## src/rtl/wr_resp_buf_if.sv

```systemverilog
// B-channel bundle for wr_resp_buf: slave-side inputs (_s) and demux-side outputs (_m).
// The buffer uses the slave modport, and the surrounding environment uses the master modport.
interface wr_resp_buf_if #(
   parameter int unsigned ID_W = 4
);
   logic [ID_W-1:0] bid_s;
   logic [1:0]      bresp_s;
   logic            bvalid_s;
   logic            bready_s;
   logic [ID_W-1:0] bid_m;
   logic [1:0]      bresp_m;
   logic            bvalid_m;
   logic            bready_m;

   modport slave (
      input  bid_s, bresp_s, bvalid_s, bready_m,
      output bready_s, bid_m, bresp_m, bvalid_m
   );

   modport master (
      output bid_s, bresp_s, bvalid_s, bready_m,
      input  bready_s, bid_m, bresp_m, bvalid_m
   );
endinterface

```

## src/rtl/wr_resp_buf.sv

```systemverilog
// In-order write-response buffer: stores up to DEPTH {bid, bresp} beats and presents the oldest one to the demux.
// bready_s is registered, so a pop while full does not admit a push in the same cycle.
module wr_resp_buf #(
   parameter int unsigned DEPTH = 4,
   parameter int unsigned ID_W  = 4
) (
   input  logic                     aclk,
   input  logic                     areset,
   wr_resp_buf_if.slave             b,
   output logic [$clog2(DEPTH):0]   count
);
   localparam int unsigned AW = $clog2(DEPTH);
   localparam int unsigned EW = ID_W + 2;
   localparam logic [AW:0] CNT_ONE  = (AW+1)'(1);
   localparam logic [AW:0] CNT_FULL = (AW+1)'(DEPTH);
   localparam logic [AW-1:0] PTR_ONE = AW'(1);

   logic [EW-1:0] mem [DEPTH];
   logic [AW-1:0] wr_ptr;
   logic [AW-1:0] rd_ptr;
   logic [AW:0]   count_nxt;
   logic          ready_q;
   logic          push;
   logic          pop;

   assign push = b.bvalid_s & ready_q;
   assign pop  = b.bvalid_m & b.bready_m;

   always_comb begin
      count_nxt = count;
      if (push && !pop)
         count_nxt = count + CNT_ONE;
      else if (pop && !push)
         count_nxt = count - CNT_ONE;
   end

   always_ff @(posedge aclk or negedge areset) begin
      if (!areset) begin
         for (int unsigned i = 0; i < DEPTH; i++)
            mem[i] <= '0;
      end else if (push) begin
         mem[wr_ptr] <= {b.bid_s, b.bresp_s};
      end
   end

   // Pointers wrap naturally because DEPTH is a power of two.
   always_ff @(posedge aclk or negedge areset) begin
      if (!areset) begin
         wr_ptr  <= '0;
         rd_ptr  <= '0;
         count   <= '0;
         ready_q <= 1'b0;
      end else begin
         if (push)
            wr_ptr <= wr_ptr + PTR_ONE;
         if (pop)
            rd_ptr <= rd_ptr + PTR_ONE;
         count   <= count_nxt;
         ready_q <= (count_nxt < CNT_FULL);
      end
   end

   assign b.bready_s            = ready_q;
   assign b.bvalid_m            = (count != '0);
   assign {b.bid_m, b.bresp_m}  = mem[rd_ptr];
endmodule

```

## src/flat_wrapper.sv

```systemverilog
// flat-port wrapper written by rule: the top's interface ports become plain ports
module wr_resp_buf_flat 
#(
   parameter int unsigned DEPTH = 4,
   parameter int unsigned ID_W  = 4
)
  (aclk, areset, count, b_bid_s, b_bresp_s, b_bvalid_s, b_bready_m, b_bready_s, b_bid_m, b_bresp_m, b_bvalid_m);
  wr_resp_buf_if #(.ID_W(ID_W)) b_i ();
  input  logic aclk;
  input  logic areset;
  output logic [$clog2(DEPTH):0] count;
  input wire logic [$bits(b_i.bid_s)-1:0] b_bid_s;
  input wire logic [$bits(b_i.bresp_s)-1:0] b_bresp_s;
  input wire logic [$bits(b_i.bvalid_s)-1:0] b_bvalid_s;
  input wire logic [$bits(b_i.bready_m)-1:0] b_bready_m;
  output wire logic [$bits(b_i.bready_s)-1:0] b_bready_s;
  output wire logic [$bits(b_i.bid_m)-1:0] b_bid_m;
  output wire logic [$bits(b_i.bresp_m)-1:0] b_bresp_m;
  output wire logic [$bits(b_i.bvalid_m)-1:0] b_bvalid_m;
  assign b_i.bid_s = b_bid_s;
  assign b_i.bresp_s = b_bresp_s;
  assign b_i.bvalid_s = b_bvalid_s;
  assign b_i.bready_m = b_bready_m;
  assign b_bready_s = b_i.bready_s;
  assign b_bid_m = b_i.bid_m;
  assign b_bresp_m = b_i.bresp_m;
  assign b_bvalid_m = b_i.bvalid_m;
  wr_resp_buf #(.DEPTH(DEPTH), .ID_W(ID_W)) u_core (.aclk(aclk), .areset(areset), .b(b_i), .count(count));
endmodule
```

## config.mk

```make
export PLATFORM = sky130hd
export DESIGN_NAME = wr_resp_buf_flat
export DESIGN_NICKNAME = d
export VERILOG_FILES = /design/src/rtl/wr_resp_buf_if.sv /design/src/rtl/wr_resp_buf.sv /design/src/flat_wrapper.sv
export SDC_FILE = /design/constraint.sdc
export NUM_CORES = 1
export LEC_CHECK = 0
export BUFFER_PORTS_ARGS = -buffer_cell sky130_fd_sc_hd__buf_2
export CAP_MARGIN = 0
export CORE_UTILIZATION = 40
export CTS_CLUSTER_SIZE = 10
export DETAILED_ROUTE_END_ITERATION = 10
export PLACE_DENSITY_LB_ADDON = 0.1
export SLEW_MARGIN = 10
export SYNTH_ARGS = -nofsm -noshare
export SYNTH_HDL_FRONTEND = slang
export SYNTH_SLANG_ARGS = --single-unit
```

## constraint.sdc

```tcl
create_clock -name aclk -period 1.5 [get_ports aclk]
set_clock_uncertainty 0.1 [all_clocks]
set_input_delay 0.15 -clock aclk [delete_from_list [all_inputs] [get_ports aclk]]
set_output_delay 0.15 -clock aclk [all_outputs]
set_load 0.01 [all_outputs]
```

==> results list <==
- The flow ran to the end, but the final reports show violations.
* Violations in the final reports: negative setup slack
* X dimension of the die: 64.8 um
- The routed design has slightly below 3 mm of wire.
- In this run the mean area of a mapped cell was roughly 14 um2.
- Leaving out filler cells and counting taps, the final layout contains between 150 and 200.
- Overall power of the completed layout: between 4 and 5 mW
* Part of the Yosys area used for sequential elements: about 51%
- Fill cell instance count of the final layout: approximately 330
- From bottom edge to top edge, the die measures about 65 um.
- Summed over all cells, the static leakage comes to around 0.94 nW.
- Fraction of layout instances using a drive strength above 1: between 50 and 60%
* Crit Path Class: reg2out
- In this run the remaining antenna-violating nets after routing total 0.
- DRC: 0
- Top-level I/O count: 21
- Initial standard-cell utilization of the core: approximately 42%
* Worst-Skew Late Latency: ~0.28 ns
* Final count of negative-setup-slack endpoints: 8
* Power share of the combinational group: 52.6%
- Core outline area: 3720 um2
- The min-delay analysis places its worst path in the category in2reg.
- Pin count of the biggest net entering global routing: 18
- Number of placed cells counting well taps: 185
* Routed WL per cell: ~15 um
- Setup repair after global routing could not meet its margin everywhere.
- Hold slack final: about 0.021 ns
* Area of all placed cells without fillers: about 2000 um2
- Cell-internal power: about 3.2 mW
- Cell-by-cell listing of the critical path: buf_12 > mux4_2 > buf_6
- Global routing finished with a remaining overflow of 0.
- Clock tree synthesis inserted a total of 5 buffers.
- At the pin with the least slew margin, the transition time is between 0.3 and 0.4 ns.
* Maximum operating frequency: 579 MHz
- The number of antenna diodes in the final layout is 0.
- Relative to the synthesized area, the layout overhead comes to 29.0%.
- Adding up every negative setup slack in the final design gives -1.25 ns.
- The number of hold-slack violations in the final timing report was 0.
- The synthesized design contains 32 register bits.
- Distinct cells, synth: 25
- Headroom to the max-slew limit came out at 73.7%.
- Net switching is 32.7% of the power.
- No sink is reached through more buffers than the 2 on the longest clock path.
- For this design the total switching power over the nets is 1.54 mW.
* H-Tree Depth: 2
- Clock sink total: 32
* Slew Viols, Final: 0
* Cell Rows: 22
- Number of antenna violations at the first check in global routing: 0
- In this design, the stage delay of the slowest critical-path cell is roughly 0.52 ns.
- The clock network burns 14.2% of the power.
- Clock-pin slew was measured on the worst setup and hold paths at ~0.060 ns.
- Global-route usage over all layers: 17.2%
* Data arrival time of the critical path: 1.48 ns
* Master of the slowest instance on the critical path: sky130_fd_sc_hd__mux4_2
- Final HPWL DP: ~2.1 mm
- Minimum setup slack after placement: -0.131 ns
- Input and output buffers added on the ports amount to 20.
- Startpoint types: flop
- Cell at the root of the clock tree: sky130_fd_sc_hd__clkbuf_8
* Synthesized netlist cell count: roughly 110
- Die area: ~4200 um2
* CP Max Fanout: 6
* Vias in the first global route: ~1,000
* WP data required: 1.25 ns
- Count of synthesis-stage warnings from yosys: 0
- The number of nets handed over by synthesis was about 130.
- The first detailed-routing pass ran for 4 iterations.
* Final core utilization: a little over half
- Once placement finished, the instance area stood at 1870 um2.
* Netlist Area Pre-Place: between 1500 and 2000 um2
* Pwr dens: approximately 2300 nW/um2
- IR analysis of the VDD net gives a maximum drop of roughly 1 mV.
- Final #Nets: around 170
* Critical Path End Type: output pin
- Per report_power, the sequential group accounts for between 30% and 40% of the total.
- The tool flagged a number of max-cap violations equal to 0.
* Wire length of the first global-routing pass: 5.03 mm
- After detailed routing, the number of vias per cell comes to between 4 and 5.
- In the post-route analysis, the smallest setup slack over all paths is -0.227 ns.
* First-iteration detailed-routing DRC count: 23
* Period Utilization, post-route: 115%
- TritonCTS clock tree: done
- Time the final worst path needs with I/O delays and setup: between 1.5 and 2 ns
* Final estimated routing congestion in global placement: roughly 0.77
- Total vias in the final route: around 970
-- registers in the layout, summed over array words and instances (netlist names), named ones only --
signal and cells:
u_core.rd_ptr 2, u_core.mem 24, u_core.b.bready_s 1, u_core.wr_ptr 2, u_core.count 2
-- cell usage in the layout (no fill, tap or decap) --
cell	Yosys	layout
sky130_fd_sc_hd__nand3_1	1	1
sky130_fd_sc_hd__nor2b_1	3	2
sky130_fd_sc_hd__nand2_1	5	4
sky130_fd_sc_hd__o211ai_1	1	1
sky130_fd_sc_hd__nor3b_2	0	1
sky130_fd_sc_hd__o21ai_0	5	2
sky130_fd_sc_hd__xnor2_1	3	3
sky130_fd_sc_hd__nand3b_1	1	1
sky130_fd_sc_hd__buf_4	0	9
sky130_fd_sc_hd__inv_2	0	3
sky130_fd_sc_hd__nand2_2	1	1
sky130_fd_sc_hd__o21ai_1	0	3
sky130_fd_sc_hd__dlygate4sd3_1	0	1
sky130_fd_sc_hd__mux2i_1	1	1
sky130_fd_sc_hd__buf_2	0	15
sky130_fd_sc_hd__a22oi_2	0	1
sky130_fd_sc_hd__inv_1	5	2
sky130_fd_sc_hd__mux2_1	2	2
sky130_fd_sc_hd__nor2b_4	0	1
sky130_fd_sc_hd__nor2_1	1	1
sky130_fd_sc_hd__clkbuf_1	1	2
sky130_fd_sc_hd__clkbuf_8	0	6
sky130_fd_sc_hd__buf_6	1	5
sky130_fd_sc_hd__ha_1	9	5
sky130_fd_sc_hd__mux2_4	3	3
sky130_fd_sc_hd__mux2_2	19	19
sky130_fd_sc_hd__xor2_1	1	1
sky130_fd_sc_hd__nand2b_4	0	1
sky130_fd_sc_hd__ha_4	0	3
sky130_fd_sc_hd__nand2_4	4	5
sky130_fd_sc_hd__buf_12	0	2
sky130_fd_sc_hd__mux4_2	6	6
sky130_fd_sc_hd__ha_2	0	1
sky130_fd_sc_hd__dfrtp_1	32	32
sky130_fd_sc_hd__inv_6	1	1
-- cells by family after synthesis --
kind of cell	Yosys count	share of synthesized area [%]
DFF	32	50.8
muxes	31	27.1
and+or+nand+nor	18	7.54
adders and majority gates	9	7.14
buffers and inverters	8	2.70
AOI/OAI and AO/OA	7	2.54
xor gates and xnor gates	4	2.22
-- synthesized netlist by cell type, drive strengths merged --
| library cell | n | area (um2) |
|---|---|---|
| dfrtp | 32 | 801 |
| mux2 | 24 | 282 |
| nand2 | 10 | 70.1 |
| ha | 9 | 113 |
| inv | 6 | 27.5 |
| mux4 | 6 | 135 |
| o21ai | 5 | 25.0 |
| nor2b | 3 | 18.8 |
| xnor2 | 3 | 26.3 |
| a22oi | 1 | 7.51 |
| buf | 1 | 11.3 |
| clkbuf | 1 | 3.75 |
| mux2i | 1 | 10.0 |
| nand2b | 1 | 6.26 |
| nand3 | 1 | 5.00 |
| nand3b | 1 | 7.51 |
| nor2 | 1 | 3.75 |
| nor3b | 1 | 7.51 |
| o211ai | 1 | 7.51 |
| xor2 | 1 | 8.76 |
-- layer usage --
layer	track usage (%)	up-vias	wire length, um
met5	0	-	0
met4	10.0	0	77
met3	4.40	8	115
met2	29.3	24	1520
met1	19.4	482	1210
li1	-	457	-
-- critical path: cells and delay by family (launching register included) --
family	cells	cell delay, ns
multiplexers	1	0.52
flip-flops	1	0.39
buffers and inverters	2	0.28
-- final timing paths --
path	start	endpoint	slack (ns)	cells after the start
min in group asynchronous	areset	u_core.mem[21]$_DFFE_PN0P_	0.23	2
setup reg to reg	u_core.count[0]$_DFFE_PN0P_	u_core.b.bready_s$_DFF_PN0_	-0.03	9
hold / removal	b_bid_s[2]	u_core.mem[4]$_DFFE_PN0P_	0.02	2
setup / recovery	u_core.rd_ptr[0]$_DFFE_PN0P_	b_bid_m[3]	-0.23	3
hold reg to reg	u_core.mem[4]$_DFFE_PN0P_	u_core.mem[4]$_DFFE_PN0P_	0.39	1
max in group asynchronous	areset	u_core.mem[17]$_DFFE_PN0P_	0.65	3
-- layout make-up --
cell class | instances | area (um2) | area share, %
clock buffers | 8 | 90.1 | 4.43
repair buffers | 32 | 249 | 12.2
flip-flops and latches | 32 | 801 | 39.4
multi-input cells | 69 | 806 | 39.6
well taps | 48 | 60.1 | 2.95
inverters | 6 | 27.5 | 1.35
-- power groups by stage --
stage / combinational [mW] / sequential [mW] / clock [mW]
floorplan: 1.56 / 1.51 / 0
global placement: 2.19 / 1.55 / 0
detailed placement: 2.23 / 1.58 / 0
CTS: 2.35 / 1.57 / 0.688
global route: 2.70 / 1.62 / 0.740
finish: 2.48 / 1.56 / 0.669
-- repair_timing --
action | CTS | global route
pin swaps | 8 | 1
endpoints found under the hold margin | 15 | 0
hold buffers | 1 | 0
setup endpoints to repair | 10 | 10
resized for setup | 8 | 6
setup buffers | 0 | 1
(Power assumes the default switching activity.)
